$ cat config.mk
export PLATFORM = sky130hd
export DESIGN_NAME = neuron_out_requant_flat
export DESIGN_NICKNAME = d
export VERILOG_FILES = /design/src/rtl/neuron_out_requant_if.sv /design/src/rtl/neuron_out_requant.sv /design/src/flat_wrapper.sv
export SDC_FILE = /design/constraint.sdc
export NUM_CORES = 1
export LEC_CHECK = 0
export ABC_AREA = 1
export CAP_MARGIN = 15
export CORE_MARGIN = 1.5
export CORE_UTILIZATION = 59
export CTS_BUF_LIST = sky130_fd_sc_hd__clkbuf_4 sky130_fd_sc_hd__clkbuf_8
export CTS_CLUSTER_SIZE = 12
export DETAILED_ROUTE_END_ITERATION = 8
export PLACE_DENSITY = 0.88
export SLEW_MARGIN = 25
export SYNTH_ARGS = -nofsm -noshare
export SYNTH_HDL_FRONTEND = slang
export SYNTH_SLANG_ARGS = --single-unit
$ cat constraint.sdc
create_clock -name clk -period 6.7 [get_ports clk]
set_clock_uncertainty 0.2 [all_clocks]
set_input_delay 1.34 -clock clk [delete_from_list [all_inputs] [get_ports clk]]
set_output_delay 1.34 -clock clk [all_outputs]
set_load 0.005 [all_outputs]
$ cat src/rtl/neuron_out_requant_if.sv
// Handshake bundle between the neuron requant FIFO and its producer/consumer.
// The slave side is the FIFO; the master side is the neuron plus next-layer loader.
interface neuron_out_requant_if #(
  parameter int DEPTH   = 4,
  parameter int SHIFT_W = 4
);
  logic                       in_valid;
  logic [17:0]                in_y;
  logic [SHIFT_W-1:0]         shift;
  logic                       in_ready;
  logic                       out_valid;
  logic [7:0]                 out_data;
  logic                       out_ready;
  logic [$clog2(DEPTH):0]     count;
  logic                       overflow;
  logic                       clr_err;

  modport slave (
    input  in_valid, in_y, shift, out_ready, clr_err,
    output in_ready, out_valid, out_data, count, overflow
  );

  modport master (
    output in_valid, in_y, shift, out_ready, clr_err,
    input  in_ready, out_valid, out_data, count, overflow
  );
endinterface

$ cat src/rtl/neuron_out_requant.sv
// Requantizes 18-bit ReLU outputs to int8 (rounding shift + saturation) and
// buffers them in a small drop-on-full FIFO drained over valid/ready.
module neuron_out_requant #(
  parameter int DEPTH   = 4,
  parameter int SHIFT_W = 4
) (
  input  logic                 clk,
  input  logic                 rst_n,
  neuron_out_requant_if.slave  bus
);
  localparam int PW = $clog2(DEPTH);
  localparam int CW = PW + 1;

  logic [7:0]    r_mem [DEPTH];
  logic [PW-1:0] r_wptr;
  logic [PW-1:0] r_rptr;
  logic [CW-1:0] r_count;
  logic          r_overflow;

  logic [18:0]   w_rnd;
  logic [18:0]   w_sum;
  logic [18:0]   w_shr;
  logic [7:0]    w_q;
  logic          w_full;
  logic          w_empty;
  logic          w_push;
  logic          w_pop;
  logic          w_drop;

  // Non-negative input is at most 17 bits, so the rounded sum never overflows 19 bits.
  always_comb begin
    w_rnd = '0;
    if (bus.shift != '0)
      w_rnd = 19'(1) << (bus.shift - SHIFT_W'(1));
    w_sum = {2'b00, bus.in_y[16:0]} + w_rnd;
    w_shr = w_sum >> bus.shift;
    if (bus.in_y[17])
      w_q = 8'd0;
    else if (w_shr > 19'd127)
      w_q = 8'd127;
    else
      w_q = {1'b0, w_shr[6:0]};
  end

  assign w_full  = (r_count == CW'(DEPTH));
  assign w_empty = (r_count == '0);
  assign w_push  = bus.in_valid & ~w_full;
  assign w_pop   = bus.out_ready & ~w_empty;
  assign w_drop  = bus.in_valid & w_full;

  // Storage carries no reset so it can map onto plain memory.
  always_ff @(posedge clk) begin
    if (w_push)
      r_mem[r_wptr] <= w_q;
  end

  always_ff @(posedge clk or negedge rst_n) begin
    if (!rst_n) begin
      r_wptr     <= '0;
      r_rptr     <= '0;
      r_count    <= '0;
      r_overflow <= 1'b0;
    end else begin
      if (w_push)
        r_wptr <= r_wptr + PW'(1);
      if (w_pop)
        r_rptr <= r_rptr + PW'(1);
      case ({w_push, w_pop})
        2'b10:   r_count <= r_count + CW'(1);
        2'b01:   r_count <= r_count - CW'(1);
        default: r_count <= r_count;
      endcase
      // A drop on the same edge as a clear leaves the flag set.
      if (w_drop)
        r_overflow <= 1'b1;
      else if (bus.clr_err)
        r_overflow <= 1'b0;
    end
  end

  assign bus.in_ready  = ~w_full;
  assign bus.out_valid = ~w_empty;
  assign bus.out_data  = w_empty ? 8'd0 : r_mem[r_rptr];
  assign bus.count     = r_count;
  assign bus.overflow  = r_overflow;
endmodule
$ cat src/flat_wrapper.sv
// flat-port wrapper written by rule: the top's interface ports become plain ports
module neuron_out_requant_flat 
#(
  parameter int DEPTH   = 4,
  parameter int SHIFT_W = 4
)
  (clk, rst_n, bus_in_valid, bus_in_y, bus_shift, bus_out_ready, bus_clr_err, bus_in_ready, bus_out_valid, bus_out_data, bus_count, bus_overflow);
  neuron_out_requant_if #(.DEPTH(DEPTH), .SHIFT_W(SHIFT_W)) bus_i ();
  input  logic clk;
  input  logic rst_n;
  input wire logic [$bits(bus_i.in_valid)-1:0] bus_in_valid;
  input wire logic [$bits(bus_i.in_y)-1:0] bus_in_y;
  input wire logic [$bits(bus_i.shift)-1:0] bus_shift;
  input wire logic [$bits(bus_i.out_ready)-1:0] bus_out_ready;
  input wire logic [$bits(bus_i.clr_err)-1:0] bus_clr_err;
  output wire logic [$bits(bus_i.in_ready)-1:0] bus_in_ready;
  output wire logic [$bits(bus_i.out_valid)-1:0] bus_out_valid;
  output wire logic [$bits(bus_i.out_data)-1:0] bus_out_data;
  output wire logic [$bits(bus_i.count)-1:0] bus_count;
  output wire logic [$bits(bus_i.overflow)-1:0] bus_overflow;
  assign bus_i.in_valid = bus_in_valid;
  assign bus_i.in_y = bus_in_y;
  assign bus_i.shift = bus_shift;
  assign bus_i.out_ready = bus_out_ready;
  assign bus_i.clr_err = bus_clr_err;
  assign bus_in_ready = bus_i.in_ready;
  assign bus_out_valid = bus_i.out_valid;
  assign bus_out_data = bus_i.out_data;
  assign bus_count = bus_i.count;
  assign bus_overflow = bus_i.overflow;
  neuron_out_requant #(.DEPTH(DEPTH), .SHIFT_W(SHIFT_W)) u_core (.clk(clk), .rst_n(rst_n), .bus(bus_i));
endmodule
==> results of run 1 <==
==> worst reg2reg max path, stage by stage (launching register included) <==
cell     delay [ps]
dfrtp_1         450
nor3_2          570
inv_1           130
nand2_1         110
inv_1            70
ha_1            200
inv_1           100
fa_1            410
o21ai_0         170
==> through the flow <==
stage,power (mW),hold WS [ps]
after floorplan,0.637,308
after global placement,0.811,312
after detailed placement,0.830,323
after CTS,1.02,334
after global routing,1.10,356
final,1.02,344
==> registers in the layout (all words and copies together) (netlist names) <==
signal and cells:
u_core.r_mem 28, u_core.r_wptr 2, u_core.bus.count 3, u_core.r_rptr 2, u_core.bus.overflow 1
==> cell type report <==
| type | count | area, um2 | area share |
|---|---|---|---|
| inverters | 80 | 300 | 0.0736 |
| clock inverters | 3 | 42.5 | 0.0104 |
| flip-flops and latches | 36 | 1040 | 0.255 |
| well taps | 75 | 93.8 | 0.0230 |
| clock buffers | 5 | 68.8 | 0.0169 |
| repair buffers | 41 | 405 | 0.0993 |
| multi-input cells | 419 | 2130 | 0.522 |
==> logic make-up (layout without fill, tap and decap cells) <==
| kind of cell | Yosys count | in the layout | share of synthesized area |
|---|---|---|---|
| adders and majority gates | 23 | 23 | 0.0857 |
| buffers and inverters | 96 | 129 | 0.105 |
| other | 1 | 2 | 0.00106 |
| and+or+nand+nor | 323 | 323 | 0.395 |
| xor gates and xnor gates | 12 | 12 | 0.0297 |
| AOI/OAI and AO/OA | 59 | 59 | 0.0892 |
| DFF | 36 | 36 | 0.295 |
==> path summary, 6_finish.rpt <==
kind	end	cells past startpoint	slack (ps)
min in group asynchronous	u_core.r_rptr[1]	1	1130
hold reg to reg	u_core.bus.overflow	2	340
hold / removal	u_core.bus.overflow	2	340
max in group asynchronous	u_core.bus.count[1]	1	4890
setup / recovery	u_core.r_mem[0][2]	24	1390
setup reg to reg	u_core.bus.count[1]	8	4210
==> power by group <==
group | total, mW | switching [mW] | internal (mW)
registers | 0.356 | 0.0497 | 0.306
clock network | 0.188 | 0.0783 | 0.110
logic | 0.478 | 0.258 | 0.220
total | 1.02 | 0.386 | 0.636
==> layer usage <==
metal	up-vias	track usage
met5	-	0
li1	1838	-
met4	0	0.0879
met1	1668	0.376
met3	18	0.0455
met2	137	0.456
==> placed cells by master, fill, tap and decap left out, drive strengths merged, types with 3 or more instances in the layout <==
cell type | synthesis | layout
nand2 | 156 | 156
inv | 80 | 80
nand3 | 79 | 79
nor2 | 72 | 72
clkdlybuf4s50 | 0 | 39
o21ai | 29 | 29
edfxtp | 28 | 28
a21oi | 22 | 22
ha | 21 | 21
dfrtp | 8 | 8
xor2 | 7 | 7
xnor2 | 5 | 5
clkbuf | 7 | 5
nand4 | 4 | 4
o211ai | 4 | 4
nor3 | 4 | 4
or2 | 3 | 3
==> reports/qor.yml, run 1 <==
nFillCells: 522
drcViolationCount: 0
cts_max_path_buffers: 2
antenna_found_initial: 0
max_freq_mhz: 188
r2r_start: "u_core.bus.count[2]"
maxCapViolations: 0
worst_path_max_delay_cell: "inv_1"
ctsHoldBuffers: 0
placed_cells: 651
grt.total_usage: 0.279
finalSetupViolCount: 0
worstMarginPinSlew_ps: 694
leakage_nw: 2.01
cts_resized: 0
wl_met1_um: 3870
cpPeakStageDelay_ps: 430
crit_buf_inv: 5
synth_edf_count: 28
finalHoldViolCount: 0
synth_top_area_frac: 0.238
ios: 41
rows: 28
synth_ff_type: "edfxtp_1"
ys_top_cells_by_area: "edfxtp_1, nand2_1, nand3_1"
n_antenna_cell: 0
root_buffer: "clkbuf_8"
drv_slew: 0
die_h_um: 80.4
synthToLayoutAreaGrowth_pct: 15.5
vias: 3661
path_clk_slew_ps: 70
dr.max_layer_used: "met4"
worstPathArrival_ps: 5150
postLayoutCellArea_um2: 4080
postLayoutCoreUtil: 0.698
rsz0062_at_grt: "false"
clock-sinks: 36
grt_pass1_wl_um: 14000
ant_nets: 0
synth_commonest_cells: "nand2_1, inv_1, nand3_1"
place_area_um2: 3970
startpoint_type: "primary input"
syn_area_um2: 3530
num-nets-final: 633
layout-drive-gt1-share: 0.0462
hp-start: "u_core.bus.overflow"
die_x_um: 80.4
crit_path_start: "bus_shift[0]"
fin_crit_sh: 0.792
critical_path_class: "primary input to register"
cp_top_family: "simple AND/OR/NAND/NOR gates"
powerDensity_nw_per_um2: 250
grt_pass1_vias: 3185
timing.final.ws_setup_ps: 1390
fin_tns_setup_ps: 0
syn_avg_cell_area_um2: 6.43
postSynth.asyncResetShare: 0.222
synth_cell_types: 36
met3_length_um: 596
yosys.area.top_type: "edfxtp_1"
numCtsBuffers: 5
drt_wl_total_um: 8720
syn_inst: 550
htree_levels: 2
critPathCaptureType: "register"
yosysMostFrequentCell: "nand2_1"
tritoncts: "done"
place_ws_ps: 1170
crit_chain: "clkdlybuf4s50_1, buf_4, inv_1, nor2_1, inv_1, nor2_1, ha_1, fa_1, nand2_1, nand2_1, nand3_1, nand2_2, nand2_1, nand2_1, nand2_1, nand3_1, nand3_2, nand3_1, nand3_1, nand3_2, nor2_4, nand3_1, nand2_1, inv_1"
first_pass_iters: 5
drtIter0Drc: 387
status: "completed"
ys_seq_area_frac: 0.295
globalplace.congestion: 0.941
cp.required_ps: 6550
grt-ovfl-total: 0
core_region_area_um2: 5850
fin_cells: 659
postCtsSetupBuffers: 0
vias_per_cell: 5.56
initial_core_util: 0.604
port_buffers: 39
dp.final_hpwl_um: 7020
min_period_ps: 5310
irDropWorstVdd_mv: 0.218
dr_wl_met2_um: 4090
synth-seq-cells: 36
yosys_warnings: 0
grt_max_degree: 23
clock_latency_ps: 290
hold_path_class: "register to register"
fp.dieArea_um2: 6460
slew_headroom: 0.535
drt-wirelength-per-cell_um: 13.2
crit_top_cell: "nand2_1"
path_max_fanout: 21
Note: power is estimated with default switching activity, not from simulation.
==> inputs of run 2 (changes only) <==
--- a/config.mk
+++ b/config.mk
@@ -8,11 +8,11 @@
 export ABC_AREA = 1
 export CAP_MARGIN = 15
 export CORE_MARGIN = 1.5
-export CORE_UTILIZATION = 59
+export CORE_UTILIZATION = 53
 export CTS_BUF_LIST = sky130_fd_sc_hd__clkbuf_4 sky130_fd_sc_hd__clkbuf_8
 export CTS_CLUSTER_SIZE = 12
 export DETAILED_ROUTE_END_ITERATION = 8
-export PLACE_DENSITY = 0.88
+export PLACE_DENSITY = 0.84
 export SLEW_MARGIN = 25
 export SYNTH_ARGS = -nofsm -noshare
 export SYNTH_HDL_FRONTEND = slang
==> constraint.sdc (replaced) <==
create_clock -name clk -period 4.3 [get_ports clk]
set_clock_uncertainty 0.2 [all_clocks]
set_input_delay 0.86 -clock clk [delete_from_list [all_inputs] [get_ports clk]]
set_output_delay 0.86 -clock clk [all_outputs]
set_load 0.005 [all_outputs]
==> reports/qor.yml, run 2 (synthesis results as in run 1) <==
status: "completed"
numCtsBuffers: 5
die_x_um: 84.7
path_clk_slew_ps: 70
max_freq_mhz: 242
first_pass_iters: 6
cp.required_ps: 4130
critical_path_class: "primary input to register"
ios: 41
initial_core_util: 0.553
dp.final_hpwl_um: 7480
place_area_um2: 4230
clock_latency_ps: 280
r2r_slack_ps: 1490
reg2reg_depth: 8
worstMarginPinSlew_ps: 989
hp-start: "u_core.bus.count[0]"
startpoint_type: "primary input"
core_region_area_um2: 6390
powerDensity_nw_per_um2: 355
drcViolationCount: 0
vias: 3777
irDropWorstVdd_mv: 0.470
cts_max_path_buffers: 2
min_period_ps: 4130
root_buffer: "clkbuf_8"
drtIter0Drc: 260
vias_per_cell: 5.40
finalHoldViolCount: 0
grt_max_degree: 17
globalplace.congestion: 1.06
port_buffers: 39
worstPathArrival_ps: 3960
grt-ovfl-total: 0
finalSetupViolCount: 0
path_max_fanout: 7
grt.total_usage: 0.265
antenna_found_initial: 0
postLayoutCellArea_um2: 4430
clock-sinks: 36
mostFrequentLayoutCells: "nand2_1, inv_1, nand3_1, nor2_1, buf_4"
regMostFlops: "u_core.r_mem"
crit_path_start: "bus_shift[0]"
fin_crit_sh: 0.960
fin_tns_setup_ps: 0
largest_register_ff_count: 28
grt_pass1_vias: 3487
drt_wl_total_um: 9460
n_antenna_cell: 0
crit_path_end: "u_core.r_mem[1][4]"
ant_nets: 0
drv_slew: 0
layout-drive-gt1-share: 0.140
maxCapViolations: 0
fp.dieArea_um2: 7170
r2r_start: "u_core.bus.count[2]"
htree_levels: 2
tritoncts: "done"
layout_commonest_cell: "nand2_1"
synthToLayoutAreaGrowth_pct: 25.3
postLayoutCoreUtil: 0.694
critPathCaptureType: "register"
slew_headroom: 0.336
rows: 29
hold_path_class: "register to register"
drt-wirelength-per-cell_um: 13.5
num-nets-final: 671
leakage_nw: 2.22
grt_pass1_wl_um: 15500
die_h_um: 84.7
reg2reg_to: "u_core.bus.count[1]"
run 2: cell count changes in the layout (fill, tap and decap cells not counted), moves of 4 or more:
cell     change
nand3_1      -4
nand2_2      +4
nand3_2      +4
nand2_1      -4
nor2_1       -9
buf_4       +37
nor2_2       +8
run 2: repair_timing:
item,in CTS,in global routing
endpoints found under the hold margin,0,0
gates resized for setup,0,28
buffers inserted,0,3
endpoints found under the setup margin,0,28
hold buffers,0,0
run 2: layout make-up:
type                       count  area (um2)
clock inverter                 3        18.8
sequential                    36        1040
clock buffer                   5        68.8
multi-input combinational    419        2200
tap                           77        96.3
inverter                      80         300
fill                         524        1960
timing repair buffer          79         702
run 2: stage by stage:
step	hold slack (ps)	worst slack, ps	std cells	power [mW]
3_3_place_gp	308	-79.3	688	1.29
3_5_place_dp	323	-153	688	1.33
2_1_floorplan	308	336	551	0.992
6_report	329	171	699	1.57
4_1_cts	334	133	696	1.57
5_1_grt	365	-62.1	699	1.70
run 2: power by group:
part,total [mW],switching [mW],internal (mW)
Combinational,0.794,0.421,0.372
Clock,0.231,0.118,0.113
Sequential,0.551,0.0734,0.477
run 2: metal layers:
| metal | GRT usage | share of wire | vias up |
|---|---|---|---|
| li1 | - | - | 1916 |
| met1 | 0.370 | 0.44 | 1710 |
| met2 | 0.448 | 0.48 | 137 |
| met3 | 0.0256 | 0.069 | 14 |
| met4 | 0.0601 | 0.016 | 0 |
| met5 | 0 | 0 | - |
run 2: critical path, cell delays in order:
cell and delay, ps:
clkdlybuf4s50_1 520, inv_2 100, nor2_2 140, inv_2 70, buf_4 150, nor2_1 110, ha_1 280, nand2_1 110
nand3b_1 120, nand2_1 120, nand2_1 110, nand2_1 80, nand2_1 100, nand2_2 90, nand2_1 70, nand2_1 60
nand3_1 80, nand2_1 50, nor2_1 140, nand3_2 110, nor2_4 210, nand3_1 90, nand2_1 80, inv_1 80
run 2: worst min path at each step:
stage                                to  slack [ps]  depth (start not counted)
global placement    u_core.bus.count[0]         310                          1
detailed placement  u_core.bus.count[0]         320                          1
CTS                 u_core.bus.count[0]         330                          1
global route        u_core.bus.overflow         360                          2
finish              u_core.bus.count[0]         330                          1
floorplan           u_core.bus.count[0]         310                          1
==> inputs of run 3 (changes only) <==
--- a/config.mk
+++ b/config.mk
@@ -12,6 +12,7 @@
 export CTS_BUF_LIST = sky130_fd_sc_hd__clkbuf_4 sky130_fd_sc_hd__clkbuf_8
 export CTS_CLUSTER_SIZE = 12
 export DETAILED_ROUTE_END_ITERATION = 8
+export GPL_ROUTABILITY_DRIVEN = 0
 export PLACE_DENSITY = 0.84
 export SLEW_MARGIN = 25
 export SYNTH_ARGS = -nofsm -noshare
==> reports/qor.yml, run 3 (synthesis results as in run 1) <==
status: "completed"
worst_path_max_delay_cell: "clkdlybuf4s50_1"
finalHoldViolCount: 0
path_max_fanout: 7
root_buffer: "clkbuf_8"
drt-wirelength-per-cell_um: 14.3
final-seq-area_um2: 1040
finalSetupViolCount: 0
num-nets-final: 674
powerDensity_nw_per_um2: 356
slew_headroom: 0.499
grt_pass1_vias: 3612
clock-sinks: 36
rows: 29
port_buffers: 39
ant_nets: 0
largest_register_ff_count: 28
postLayoutCellArea_um2: 4490
numCtsBuffers: 5
clock_latency_ps: 280
grt_pass1_wl_um: 16200
crit_buf_inv: 8
layout-drive-gt1-share: 0.157
mostFrequentLayoutCells: "nand2_1, inv_1, nand3_1, nor2_1, buf_4"
leakage_nw: 2.24
cts_max_path_buffers: 2
dp.final_hpwl_um: 7460
hold_path_class: "register to register"
r2r_start: "u_core.bus.count[2]"
drtIter0Drc: 386
place_area_um2: 4230
vias: 3911
max_freq_mhz: 238
core_region_area_um2: 6390
grt_max_degree: 18
crit_path_start: "bus_shift[0]"
drt_wl_total_um: 10000
critPathCaptureType: "register"
worstMarginPinSlew_ps: 749
layout_commonest_cell: "nand2_1"
ios: 41
drcViolationCount: 0
regMostFlops: "u_core.r_mem"
first_pass_iters: 5
multi_input_area_um2: 2240
fin_crit_sh: 0.976
n_antenna_cell: 0
cpPeakStageDelay_ps: 490
nFillCells: 533
irDropWorstVdd_mv: 0.419
fp.dieArea_um2: 7170
vias_per_cell: 5.57
hp-start: "u_core.bus.overflow"
min_period_ps: 4190
crit_chain: "clkdlybuf4s50_1, buf_4, nor2_2, inv_2, nor2_1, ha_1, buf_4, nand2_1, nand2_1, inv_1, nand2_1, buf_4, inv_1, nand3_1, nand3_1, nand3_1, nand2_1, nand2_1, nand3_1, nand3_1, nor2_4, nand3_1, nand2_1, inv_1"
worstPathArrival_ps: 4030
die_h_um: 84.7
synthToLayoutAreaGrowth_pct: 27.0
die_x_um: 84.7
tritoncts: "done"
antenna_found_initial: 0
ctsHoldBuffers: 0
cp_top_family: "simple AND/OR/NAND/NOR gates"
critical_path_class: "primary input to register"
maxCapViolations: 0
cp.required_ps: 4130
startpoint_type: "primary input"
initial_core_util: 0.553
grt-ovfl-total: 0
htree_levels: 2
drv_slew: 0
path_clk_slew_ps: 70
p_total_mw: 1.60
grt.total_usage: 0.273
-- run 3: cell types whose count changed in the layout (fill, tap and decap cells not counted), moves of 3 or more --
cell     previous run  this run
a21oi_1            20        15
a21oi_2             2         7
buf_4              39        43
nor2_1             59        62
nor2_2             11         6
-- run 3: cell type report --
type | count | share of cell area
Sequential cell | 36 | 0.232
Multi-Input combinational cell | 419 | 0.500
Inverter | 80 | 0.0669
Clock inverter | 3 | 0.00418
Tap cell | 77 | 0.0215
Clock buffer | 5 | 0.0153
Timing Repair Buffer | 82 | 0.161
-- run 3: power breakdown --
part	internal, mW	total (mW)	switching [mW]
clock network	0.113	0.234	0.122
registers	0.477	0.556	0.0789
logic	0.373	0.808	0.435
-- run 3: metrics by stage --
stage / worst slack, ps / cells / util / setup TNS, ps / hold WS, ps
floorplan: 336 / 551 / - / 0 / 308
global placement: -33.6 / 688 / 0.663 / -273 / 307
detailed placement: -129 / 688 / 0.663 / -3260 / 321
CTS: 138 / 696 / 0.676 / 0 / 333
global route: -72.5 / 702 / 0.703 / -1510 / 366
finish: 105 / 702 / 0.703 / 0 / 329
-- run 3: path summary, 6_finish.rpt --
kind | end | slack, ps | depth (start not counted)
min reg2reg | u_core.bus.overflow | 330 | 2
max reg2reg | u_core.bus.count[1] | 1790 | 8
min | u_core.bus.overflow | 330 | 2
max in group asynchronous | u_core.r_wptr[1] | 2960 | 1
min in group asynchronous | u_core.r_rptr[0] | 660 | 1
max | u_core.r_mem[3][1] | 110 | 24
-- run 3: timing repair --
action / in CTS / in global routing
setup buffers: 0 / 6
endpoints found under the setup margin: 0 / 28
resized for setup: 0 / 37
-- run 3: per-layer routing --
metal  vias up  GRT usage  share of wire
met5         -          0              0
li1       1920          -              -
met3        12     0.0413          0.093
met1      1773      0.377           0.41
met4         0     0.0543          0.010
met2       206      0.458           0.49
-- run 3: worst reg2reg max path, delay by kind of cell, from the launching register on --
kind            cells  cell delay (ps)
fa+ha+maj           2              590
compound gates      1              190
buf+inv             3              280
flops               1              430
simple gates        2              720
